## src/rtl/spi_arb_pkg.sv

```systemverilog
// Shared types and constants for the SPI bus arbiter: grant FSM states, bus_owner codes
// and the chip-select split between the memory engine and the peripheral engine.
package spi_arb_pkg;

    typedef enum logic [1:0] {
        IDLE    = 2'b00,
        OWN_MEM = 2'b01,
        OWN_PER = 2'b10,
        GUARD   = 2'b11
    } arb_state_t;

    localparam logic [1:0] OWNER_NONE  = 2'b00;
    localparam logic [1:0] OWNER_MEM   = 2'b01;
    localparam logic [1:0] OWNER_PER   = 2'b10;
    localparam logic [1:0] OWNER_GUARD = 2'b11;

    localparam int MEM_CS_W = 2;
    localparam int PER_CS_W = 6;
    localparam int CS_W     = MEM_CS_W + PER_CS_W;

endpackage

```

## src/rtl/spi_bus_arbiter.sv

```systemverilog
// Shares one SPI bus between the memory engine and the peripheral engine with a guard gap.
// Define SPI_ARB_FAIR_EN to let a waiting peripheral win after MAX_MEM_STREAK memory grants.
module spi_bus_arbiter
    import spi_arb_pkg::*;
#(
    parameter int GUARD_CYCLES   = 2,
    parameter int MAX_MEM_STREAK = 4
) (
    input  logic                clk,
    input  logic                reset,
    input  logic                mem_req,
    output logic                mem_gnt,
    input  logic                mem_sclk,
    input  logic                mem_mosi,
    output logic                mem_miso,
    input  logic [MEM_CS_W-1:0] mem_cs_n,
    input  logic                per_req,
    output logic                per_gnt,
    input  logic                per_sclk,
    input  logic                per_mosi,
    output logic                per_miso,
    input  logic [PER_CS_W-1:0] per_cs_n,
    output logic                spi_sclk,
    output logic                spi_mosi,
    input  logic                spi_miso,
    output logic [CS_W-1:0]     spi_cs_n,
    output logic [1:0]          bus_owner
);

    localparam int GW = (GUARD_CYCLES > 2) ? $clog2(GUARD_CYCLES) : 1;

    if (MAX_MEM_STREAK < 1 || MAX_MEM_STREAK > 7) begin : g_bad_streak
        $error("MAX_MEM_STREAK must lie in 1..7");
    end

    arb_state_t    state;
    logic [GW-1:0] guard_cnt;
    logic          per_turn;

`ifdef SPI_ARB_FAIR_EN
    logic [2:0] streak;
    assign per_turn = per_req && (int'(streak) >= MAX_MEM_STREAK);
`else
    assign per_turn = 1'b0;
`endif

    always_ff @(posedge clk) begin
        if (reset) begin
            state     <= IDLE;
            mem_gnt   <= 1'b0;
            per_gnt   <= 1'b0;
            bus_owner <= OWNER_NONE;
            guard_cnt <= '0;
`ifdef SPI_ARB_FAIR_EN
            streak    <= '0;
`endif
        end else begin
            case (state)
                IDLE: begin
                    if (mem_req && !per_turn) begin
                        state     <= OWN_MEM;
                        mem_gnt   <= 1'b1;
                        bus_owner <= OWNER_MEM;
`ifdef SPI_ARB_FAIR_EN
                        // Streak counts only grants taken while the peripheral is waiting.
                        if (!per_req)
                            streak <= '0;
                        else if (streak != '1)
                            streak <= streak + 3'd1;
`endif
                    end else if (per_req) begin
                        state     <= OWN_PER;
                        per_gnt   <= 1'b1;
                        bus_owner <= OWNER_PER;
`ifdef SPI_ARB_FAIR_EN
                        streak    <= '0;
`endif
                    end
                end
                OWN_MEM: begin
                    if (!mem_req) begin
                        mem_gnt <= 1'b0;
                        if (GUARD_CYCLES == 0) begin
                            state     <= IDLE;
                            bus_owner <= OWNER_NONE;
                        end else begin
                            state     <= GUARD;
                            bus_owner <= OWNER_GUARD;
                            guard_cnt <= '0;
                        end
                    end
                end
                OWN_PER: begin
                    if (!per_req) begin
                        per_gnt <= 1'b0;
                        if (GUARD_CYCLES == 0) begin
                            state     <= IDLE;
                            bus_owner <= OWNER_NONE;
                        end else begin
                            state     <= GUARD;
                            bus_owner <= OWNER_GUARD;
                            guard_cnt <= '0;
                        end
                    end
                end
                GUARD: begin
                    if (int'(guard_cnt) >= GUARD_CYCLES - 1) begin
                        state     <= IDLE;
                        bus_owner <= OWNER_NONE;
                    end else begin
                        guard_cnt <= guard_cnt + GW'(1);
                    end
                end
                default: begin
                    state     <= IDLE;
                    mem_gnt   <= 1'b0;
                    per_gnt   <= 1'b0;
                    bus_owner <= OWNER_NONE;
                end
            endcase
        end
    end

    // Pads follow the registered owner only; everyone else sees a parked bus.
    always_comb begin
        spi_sclk = 1'b0;
        spi_mosi = 1'b0;
        spi_cs_n = '1;
        mem_miso = 1'b0;
        per_miso = 1'b0;
        case (state)
            OWN_MEM: begin
                spi_sclk                 = mem_sclk;
                spi_mosi                 = mem_mosi;
                spi_cs_n[MEM_CS_W-1:0]   = mem_cs_n;
                mem_miso                 = spi_miso;
            end
            OWN_PER: begin
                spi_sclk                     = per_sclk;
                spi_mosi                     = per_mosi;
                spi_cs_n[MEM_CS_W+:PER_CS_W] = per_cs_n;
                per_miso                     = spi_miso;
            end
            default: ;
        endcase
    end

endmodule

```

## config.mk

```make
export PLATFORM = sky130hd
export DESIGN_NAME = spi_bus_arbiter
export DESIGN_NICKNAME = d
export VERILOG_FILES = /design/src/rtl/spi_arb_pkg.sv /design/src/rtl/spi_bus_arbiter.sv
export SDC_FILE = /design/constraint.sdc
export NUM_CORES = 1
export LEC_CHECK = 0
export BUFFER_PORTS_ARGS = -buffer_cell sky130_fd_sc_hd__clkbuf_2
export CORE_MARGIN = 10
export CORE_UTILIZATION = 25
export CTS_CLUSTER_DIAMETER = 120
export DETAILED_ROUTE_END_ITERATION = 10
export SETUP_SLACK_MARGIN = 0.4
export SYNTH_ARGS = -nofsm -noshare
export SYNTH_HDL_FRONTEND = slang
export SYNTH_SLANG_ARGS = --single-unit
```

## constraint.sdc

```tcl
create_clock -name clk -period 1.75 [get_ports clk]
set_input_delay 0.35 -clock clk [delete_from_list [all_inputs] [get_ports clk]]
set_output_delay 0.35 -clock clk [all_outputs]
set_load 0.02 [all_outputs]
```

==> results of run 1 <==
==> cell type report <==
type                            instances  area [um2]
Clock buffer                            4       26.28
Timing Repair Buffer                   39       316.6
Tap cell                               25       31.28
Inverter                                5       26.28
Multi-Input combinational cell         43       450.4
Sequential cell                         5       107.6
Fill cell                             158       768.2
==> Yosys cell counts <==
cell type,instances
a221oi_1,1
o21ba_2,1
a211o_1,1
ha_1,5
a22o_1,1
dfxtp_1,5
o31ai_1,1
and2b_2,1
a21oi_1,3
nor2_1,2
a211oi_1,1
o21a_1,1
clkbuf_1,1
nand2b_1,8
nor3b_1,2
nand3b_1,1
or3_1,1
nor2b_1,2
a22oi_1,2
buf_2,1
and2_2,1
and2_1,1
nor3_1,1
mux2i_1,3
or2b_1,2
inv_1,5
o21ai_0,1
==> flip-flops by register name (all words and copies together), names as in the netlist <==
signal / flops
mem_gnt: 1
guard_cnt: 1
per_gnt: 1
state: 2
==> how the worst max path moves through the flow <==
stage                            end  cells after the start
2_1_floorplan  state[0]$_SDFFE_PP0P_                      5
3_5_place_dp                spi_sclk                      4
5_1_grt                     spi_sclk                      5
3_3_place_gp                spi_mosi                      4
6_report                    spi_mosi                      5
4_1_cts                     spi_sclk                      5
==> power groups by stage <==
stage / sequential [mW] / clock, mW / combinational [mW]
final: 0.225 / 0.135 / 1.15
after global routing: 0.231 / 0.154 / 1.24
after floorplan: 0.279 / 0 / 0.558
after detailed placement: 0.237 / 0 / 0.795
after CTS: 0.222 / 0.141 / 1.05
after global placement: 0.231 / 0 / 0.795
==> stage by stage <==
stage / setup slack [ps] / hold WS (ps) / utilization [%] / total power, mW
global route: 91.13 / 360.0 / 55.51 / 1.623
detailed placement: 271.8 / 462.0 / 40.58 / 1.031
global placement: 288.5 / 456.1 / 40.58 / 1.027
floorplan: 364.7 / 409.4 / - / 0.8369
CTS: 129.3 / 344.6 / 51.67 / 1.411
finish: 154.4 / 360.7 / 55.51 / 1.513
==> routing by layer <==
metal / share of wire (%) / routed length [um]
met1: 42 / 679
met2: 47 / 769
met3: 10 / 167
met4: 0.68 / 11
met5: 0 / 0
==> layout by cell type (no fill, tap or decap), types with 2 or more instances in the layout <==
cell type | synthesis | layout
a22oi_2 | 0 | 2
nor2_1 | 2 | 2
clkbuf_2 | 0 | 20
nand2b_1 | 8 | 8
buf_4 | 0 | 5
mux2i_1 | 3 | 3
nor2b_4 | 0 | 2
dfxtp_1 | 5 | 3
inv_1 | 5 | 3
a21oi_2 | 0 | 2
buf_6 | 0 | 4
ha_4 | 0 | 4
clkbuf_8 | 0 | 7
dfxtp_4 | 0 | 2
clkbuf_4 | 0 | 4
or2b_1 | 2 | 2
buf_8 | 0 | 2
==> worst max-delay path, cell delays in order (launching register included) <==
cell and delay, ps:
dfxtp_4 370, inv_4 60, ha_4 170, a22oi_2 200, nor2b_4 50, clkbuf_8 150
==> repair_timing <==
action	in CTS	in global routing
setup buffers	5	2
pin swaps	5	7
gates cloned	0	0
gates resized for setup	27	17
setup endpoints to repair	14	16
==> kinds of logic (layout without fill, tap and decap cells) <==
kind of cell    after synthesis  after routing  synth area share, %
simple gates                 22             22                31.04
fa+ha+maj                     5              5                13.74
buf+inv                       7             48                6.043
compound gates               13             13                20.60
mux                           3              3                6.594
flops                         5              5                21.98
==> flow_metrics.py, run 1 <==
metrics = {
    "pwr": {
        "intPower_mw": 0.8707,
        "power_density_nw_per_um2": 1579,
        "p_switching_mw": 0.6427,
        "p_sw_share_pct": 42.47,
        "p_clk_share_pct": 8.9,
        "combPwrFrac_pct": 76.3,
        "seqPwrFrac_pct": 14.8,
        "power.leakage_nw": 0.4270,
        "peakVddDrop_mv": 0.7772,
    },
    "synthesis": {
        "synth_fp_nets": 77,
        "syn_area_um2": 455.4,
        "synth_top_area_share_pct": 21.98,
        "synth_seq_cells": 5,
        "synth_warnings": 0,
        "synthCells": 55,
        "synthTopCellsByArea": "dfxtp_1 (22%), ha_1 (14%), nand2b_1 (11%)",
        "syn_area_per_cell_um2": 8.281,
        "yosysSeqAreaShare_pct": 21.98,
        "yosys.area.top_type": "dfxtp_1",
        "ys_types": 27,
    },
    "cts": {
        "clkTransAtPathRegs_ps": 40,
        "cts_tree": "yes",
        "clock_sinks": 5,
        "cts_root_buf": "clkbuf_4",
        "h-tree-depth": 1,
        "max-clock-path-buffers": 2,
        "clk-insertion-delay-late_ps": 240,
        "cts_made_buffers": 3,
        "hold_buffers": 0,
    },
    "drt": {
        "vias_per_cell": 4.479,
        "drt_iter0_drc": 12,
        "vias": 542,
        "wl_per_cell_um": 13.45,
        "route.detailed.drc": 0,
        "drtPass1Iterations": 4,
        "drtAntennaViolNets": 0,
        "drt_wl_total_um": 1628,
    },
    "critical_path": {
        "cp-startpoint": "state[0]$_SDFFE_PP0P_",
        "r2r-start": "state[1]$_SDFFE_PP0P_",
        "endpoint_kind": "output pin",
        "reg2reg_depth": 6,
        "r2r_slack_ps": 210,
        "crit_type": "flip-flop to output pin",
        "r2r-end": "state[0]$_SDFFE_PP0P_",
        "start_kind": "flip-flop",
        "cp.arrival_ps": 1250,
        "cp.required_ps": 1400,
        "path_max_fanout": 4,
    },
    "floorplan": {
        "die_area_um2": 3929,
        "rows": 15,
        "die_x_um": 62.68,
        "start_util_pct": 26.38,
        "coreArea_um2": 1727,
        "pin_count": 33,
        "die-height_um": 62.68,
    },
    "layout": {
        "nets": 119,
        "final_area_um2": 958.4,
        "drive_gt1_share_pct": 67.71,
        "layout-area-overhead-vs-synth_pct": 110.4,
        "final_cells": 121,
        "diodes": 0,
    },
    "worst_hold_path": {
        "worstHoldStart": "reset",
        "whs_endpoint": "state[0]$_SDFFE_PP0P_",
        "hp-class": "primary input to flip-flop",
        "hold_depth": 2,
    },
    "timing": {
        "final.period_utilization_pct": 91.18,
        "maxSlewViolCount": 0,
        "worstMarginPinSlew_ps": 220.0,
        "rsz0062_at_grt": "true",
        "max_freq_mhz": 626.7,
        "setup_viol": 0,
        "finalHoldViolations": 0,
        "tns_ps": 0,
        "layout_min_cycle_time_ps": 1596,
        "relSlewSlack_pct": 85.27,
        "skew_ps": 2.195,
    },
    "flow_run": {
        "drv_cap": 0,
    },
    "grt": {
        "use_met2_pct": 12.95,
        "grt.busiest_layer": "met2",
        "track_usage_pct": 8.171,
        "use_met1_pct": 8.617,
        "grt_pass1_vias": 561,
        "antenna_found_initial": 0,
        "grt_pass1_wl_um": 2663,
        "grt_util_met3_pct": 5.376,
        "grt.overflow.total": 0,
        "grt_max_degree": 10,
    },
    "place": {
        "dpl_cell_area_um2": 700.7,
        "dp_hpwl_um": 1194,
        "port_buffers": 32,
        "place_congestion": 0.7224,
        "dpl.cell_count": 110,
    },
    "run_status": {
        "status": "finished clean",
    },
}
No activity file was read; power rests on OpenSTA's default activity.
==> run 2, diff against run 1 <==
--- a/config.mk
+++ b/config.mk
@@ -6,7 +6,7 @@
 export NUM_CORES = 1
 export LEC_CHECK = 0
 export BUFFER_PORTS_ARGS = -buffer_cell sky130_fd_sc_hd__clkbuf_2
-export CORE_MARGIN = 10
+export CORE_MARGIN = 4
 export CORE_UTILIZATION = 25
 export CTS_CLUSTER_DIAMETER = 120
 export DETAILED_ROUTE_END_ITERATION = 10
==> run 2 against run 1 <==
Critical path depth is 1 lower. Non-clock buffer count fell by 2. Via count increased by 1.8%. Worst setup slack gained 4.7 ps. Largest power group unchanged. Sequential power shrank 2%. Register-to-register slack got worse by 20 ps. Hold slack got worse by 16 ps. Utilization fell by 1.9 points. Global-route usage grew 3.7 points. Clock-buffer cell count did not move. Power down 4.0%.
==> flow_metrics.py, run 2 (synthesized netlist as in run 1, its figures left out) <==
metrics = {
    "timing": {
        "whs_ps": 344.9,
        "tns_ps": 0,
        "finalHoldViolations": 0,
        "maxSlewViolCount": 0,
        "layout_min_cycle_time_ps": 1591,
        "final.period_utilization_pct": 90.91,
        "rsz0062_at_grt": "true",
        "max_freq_mhz": 628.6,
        "worstMarginPinSlew_ps": 279.4,
        "setup_viol": 0,
        "skew_ps": 1.942,
        "relSlewSlack_pct": 81.37,
    },
    "pwr": {
        "power_density_nw_per_um2": 1569,
        "power.leakage_nw": 0.4228,
        "peakVddDrop_mv": 0.5868,
    },
    "layout": {
        "diodes": 0,
        "regMostFlops": "state",
        "drive_gt1_share_pct": 65.96,
        "final_area_um2": 925.9,
        "largest_reg_flops": 2,
        "nets": 117,
        "layout_common_cells": "clkbuf_2 (20), clkbuf_8 (8), nand2b_1 (7)",
        "layout-area-overhead-vs-synth_pct": 103.3,
        "layout_commonest_cell": "clkbuf_2",
    },
    "floorplan": {
        "start_util_pct": 26.38,
        "rows": 15,
        "coreArea_um2": 1727,
        "die-height_um": 50.68,
        "die_x_um": 50.68,
        "die_area_um2": 2568,
        "pin_count": 33,
    },
    "critical_path": {
        "endpoint_kind": "output pin",
        "cpPeakStageDelay_ps": 360,
        "cp.arrival_ps": 1240,
        "r2r-end": "state[0]$_SDFFE_PP0P_",
        "reg2reg_depth": 6,
        "critPathSlowestCell": "dfxtp_4",
        "crit_type": "flip-flop to output pin",
        "r2r-start": "state[1]$_SDFFE_PP0P_",
        "crit_chain": "inv_4, ha_4, or2b_1, clkbuf_8",
        "path_max_fanout": 6,
        "r2r_slack_ps": 190,
        "cp.required_ps": 1400,
        "start_kind": "flip-flop",
    },
    "drt": {
        "vias_per_cell": 4.639,
        "vias": 552,
        "wl_per_cell_um": 11.89,
        "drt_iter0_drc": 5,
        "drtPass1Iterations": 2,
        "route.detailed.drc": 0,
        "drt_wl_total_um": 1415,
        "drtAntennaViolNets": 0,
    },
    "place": {
        "port_buffers": 32,
        "place_congestion": 0.6800,
        "dpl_cell_area_um2": 700.7,
        "dp_hpwl_um": 1048,
    },
    "grt": {
        "grt_pass1_vias": 548,
        "grt.overflow.total": 0,
        "grt_max_degree": 10,
        "grt_pass1_wl_um": 2297,
        "track_usage_pct": 11.82,
        "antenna_found_initial": 0,
    },
    "worst_hold_path": {
        "whs_endpoint": "state[0]$_SDFFE_PP0P_",
        "hp-class": "primary input to flip-flop",
        "worstHoldStart": "reset",
        "hold_depth": 2,
    },
    "cts": {
        "cts_tree": "yes",
        "clk-insertion-delay-late_ps": 250,
        "clock_sinks": 5,
        "h-tree-depth": 1,
        "cts_root_buf": "clkbuf_4",
        "clkTransAtPathRegs_ps": 40,
        "max-clock-path-buffers": 2,
        "cts_made_buffers": 3,
    },
    "flow_run": {
        "drv_cap": 0,
    },
    "run_status": {
        "status": "finished clean",
    },
}
-- run 2: cell count changes in the layout (fill, tap and decap cells not counted), sizes merged --
cell and change:
buf -2
-- run 2: metrics by stage --
step / utilization [%] / instances / worst slack [ps] / power (mW)
floorplan: - / 55 / 364.7 / 0.8369
global placement: 40.58 / 110 / 295.0 / 1.018
detailed placement: 40.58 / 110 / 278.3 / 1.024
CTS: 51.88 / 119 / 130.6 / 1.401
global route: 53.62 / 119 / 109.0 / 1.566
finish: 53.62 / 119 / 159.1 / 1.452
-- run 2: how the worst max path moves through the flow --
stage	startpoint	end	slack (ps)	cells after the start
after floorplan	state[0]$_SDFFE_PP0P_	state[0]$_SDFFE_PP0P_	360	5
after detailed placement	state[0]$_SDFFE_PP0P_	spi_mosi	280	4
after global placement	state[1]$_SDFFE_PP0P_	spi_sclk	300	4
after global routing	state[1]$_SDFFE_PP0P_	spi_cs_n[0]	110	4
after CTS	state[1]$_SDFFE_PP0P_	spi_cs_n[0]	130	4
final	state[1]$_SDFFE_PP0P_	spi_cs_n[0]	160	4
-- run 2: critical path: cells and delay by family (launching register included) --
family / cells / cell delay (ps)
DFF: 1 / 360
buffers and inverters: 2 / 230
and+or+nand+nor: 1 / 240
adders and majority gates: 1 / 160
-- run 2: cell type report --
class,count,area (um2)
clock buffer,4,26.28
fill,152,800.8
inverter,5,23.77
multi-input combinational,43,439.2
sequential,5,107.6
tap,25,31.28
timing repair buffer,37,297.8
-- run 2: where the power goes --
group          total (mW)  internal [mW]  switching [mW]
combinational        1.09          0.573           0.518
sequential          0.221          0.171          0.0497
clock               0.140         0.0866          0.0538
-- run 2: repair_timing --
action,in CTS,in global routing
resized for setup,27,11
pin swaps,4,2
hold buffers,0,0
buffers inserted,5,0
endpoints found under the setup margin,14,16
-- run 2: per-layer routing --
layer	vias to the layer above	GRT usage (%)	share of wire (%)
met3	5	3.561	8.1
li1	267	-	-
met5	-	0	0
met1	254	11.39	37
met2	26	21.96	53
met4	0	6.726	1.9
==> run 3, diff against run 2 <==
--- a/config.mk
+++ b/config.mk
@@ -10,7 +10,7 @@
 export CORE_UTILIZATION = 25
 export CTS_CLUSTER_DIAMETER = 120
 export DETAILED_ROUTE_END_ITERATION = 10
-export SETUP_SLACK_MARGIN = 0.4
+export SETUP_SLACK_MARGIN = 0.2
 export SYNTH_ARGS = -nofsm -noshare
 export SYNTH_HDL_FRONTEND = slang
 export SYNTH_SLANG_ARGS = --single-unit
==> run 3 against run 2 <==
Worst setup slack worse by 13 ps. Fmax is 0.82% lower. Utilization is 0.94 points lower. Via count is 1.4% lower. Clock-buffer cell count stayed put. Flip-flop and latch count stayed put. First-iteration DRC count is 20% lower. Clock power is 9% lower.
==> flow_metrics.py, run 3 (synthesized netlist as in run 1, its figures left out) <==
metrics = {
    "drt": {
        "vias_per_cell": 4.459,
        "vias": 544,
        "drtPass1Iterations": 4,
        "drt_iter0_drc": 4,
        "route.detailed.drc": 0,
        "wl_per_cell_um": 11.70,
        "drt_wl_total_um": 1427,
        "drtAntennaViolNets": 0,
    },
    "worst_hold_path": {
        "hold_depth": 2,
        "worstHoldStart": "reset",
        "hp-class": "primary input to flip-flop",
        "whs_endpoint": "state[0]$_SDFFE_PP0P_",
    },
    "layout": {
        "final_core_util_pct": 52.68,
        "final_area_um2": 909.6,
        "regMostFlops": "state",
        "layout-area-overhead-vs-synth_pct": 99.73,
        "layout_common_cells": "clkbuf_2 (21), buf_4 (9), nand2b_1 (5)",
        "drive_gt1_share_pct": 65.98,
        "diodes": 0,
        "nets": 120,
        "fill_cells": 159,
        "seq_area_um2": 107.6,
        "layout_commonest_cell": "clkbuf_2",
        "multi_input_area_um2": 421.7,
        "largest_reg_flops": 2,
    },
    "timing": {
        "worstMarginPinSlew_ps": 236.0,
        "finalHoldViolations": 0,
        "tns_ps": 0,
        "maxSlewViolCount": 0,
        "finalWorstSetupSlack_ps": 146.0,
        "skew_ps": 3.360,
        "setup_viol": 0,
        "final.period_utilization_pct": 91.66,
        "max_freq_mhz": 623.4,
        "relSlewSlack_pct": 84.27,
        "rsz0062_at_grt": "true",
        "layout_min_cycle_time_ps": 1604,
    },
    "grt": {
        "track_usage_pct": 11.07,
        "antenna_found_initial": 0,
        "grt_pass1_vias": 513,
        "grt_max_degree": 9,
        "grt.overflow.total": 0,
        "grt_pass1_wl_um": 2166,
    },
    "critical_path": {
        "crit_type": "flip-flop to output pin",
        "path_max_fanout": 7,
        "start_kind": "flip-flop",
        "r2r_slack_ps": 190,
        "critPathSlowestCell": "dfxtp_4",
        "r2r-end": "state[0]$_SDFFE_PP0P_",
        "reg2reg_depth": 6,
        "r2r-start": "state[1]$_SDFFE_PP0P_",
        "crit_chain": "inv_6, ha_4, buf_6, and2_4, buf_8",
        "endpoint_kind": "output pin",
        "cp.required_ps": 1400,
        "cpPeakStageDelay_ps": 390,
        "cp.arrival_ps": 1250,
    },
    "pwr": {
        "power.leakage_nw": 0.4294,
        "combPwrFrac_pct": 74.6,
        "intPower_mw": 0.8129,
        "total_power_mw": 1.407,
        "seqPwrFrac_pct": 16.3,
        "p_clk_share_pct": 9.1,
        "p_switching_mw": 0.5937,
        "p_sw_share_pct": 42.21,
        "peakVddDrop_mv": 0.6492,
        "power_density_nw_per_um2": 1546,
    },
    "floorplan": {
        "rows": 15,
        "die_x_um": 50.68,
        "die_area_um2": 2568,
        "coreArea_um2": 1727,
        "start_util_pct": 26.38,
        "die-height_um": 50.68,
        "pin_count": 33,
    },
    "place": {
        "port_buffers": 32,
        "dp_slack_ps": 150.0,
        "dp_hpwl_um": 1002,
        "dpl_cell_area_um2": 653.1,
        "place_congestion": 0.7076,
    },
    "cts": {
        "hold_buffers": 0,
        "clkTransAtPathRegs_ps": 40,
        "clk-insertion-delay-late_ps": 240,
        "max-clock-path-buffers": 2,
        "cts_root_buf": "clkbuf_4",
        "clock_sinks": 5,
        "h-tree-depth": 1,
        "cts_made_buffers": 3,
        "cts_tree": "yes",
    },
    "flow_run": {
        "drv_cap": 0,
    },
    "run_status": {
        "status": "finished clean",
    },
}
==> run 3: area by class of cell <==
cell class	count	area share, %
Sequential cell	5	11.83
Timing Repair Buffer	40	32.60
Multi-Input combinational cell	43	46.35
Clock buffer	4	2.889
Tap cell	25	3.439
Inverter	5	2.889
==> run 3: metal layers <==
layer  routed length [um]  share of wire, %  vias to the layer above  GRT usage (%)
met5                    0                 0                        -              0
met3                  203                14                        0          6.528
met1                  576                40                      239          12.59
met4                    0                 0                        0          5.381
li1                     -                 -                      276              -
met2                  648                45                       29          16.30
==> run 3: worst max-delay path by stage <==
| stage | startpoint | endpoint | cells past startpoint |
|---|---|---|---|
| 2_1_floorplan | state[1]$_SDFFE_PP0P_ | state[0]$_SDFFE_PP0P_ | 5 |
| 3_3_place_gp | state[1]$_SDFFE_PP0P_ | state[0]$_SDFFE_PP0P_ | 5 |
| 3_5_place_dp | state[1]$_SDFFE_PP0P_ | state[0]$_SDFFE_PP0P_ | 5 |
| 4_1_cts | state[0]$_SDFFE_PP0P_ | spi_sclk | 4 |
| 5_1_grt | state[0]$_SDFFE_PP0P_ | spi_mosi | 4 |
| 6_report | state[0]$_SDFFE_PP0P_ | per_miso | 5 |
==> run 3: stage by stage <==
step                      hold slack (ps)  instances
after floorplan                     411.7         55
after global placement              455.2        111
after detailed placement            460.4        111
after CTS                           358.6        120
after global routing                358.4        122
final                               360.8        122
==> run 3: power groups by stage <==
stage               combinational (mW)  clock, mW  sequential (mW)
floorplan                        0.474          0            0.252
global placement                 0.718          0            0.202
detailed placement               0.714          0            0.208
CTS                              0.935      0.136            0.223
global route                      1.14      0.147            0.236
finish                            1.05      0.128            0.229
==> run 3: critical path: cells and delay by family, from the launching register on <==
| family | cells | cell delay [ps] |
|---|---|---|
| flops | 1 | 390 |
| simple gates | 1 | 140 |
| buf+inv | 3 | 310 |
| fa+ha+maj | 1 | 170 |
==> run 3: what timing repair did <==
action,CTS,global route
endpoints found under the setup margin,14,14
buffers inserted,5,2
resized for setup,26,22
pin swaps,3,4
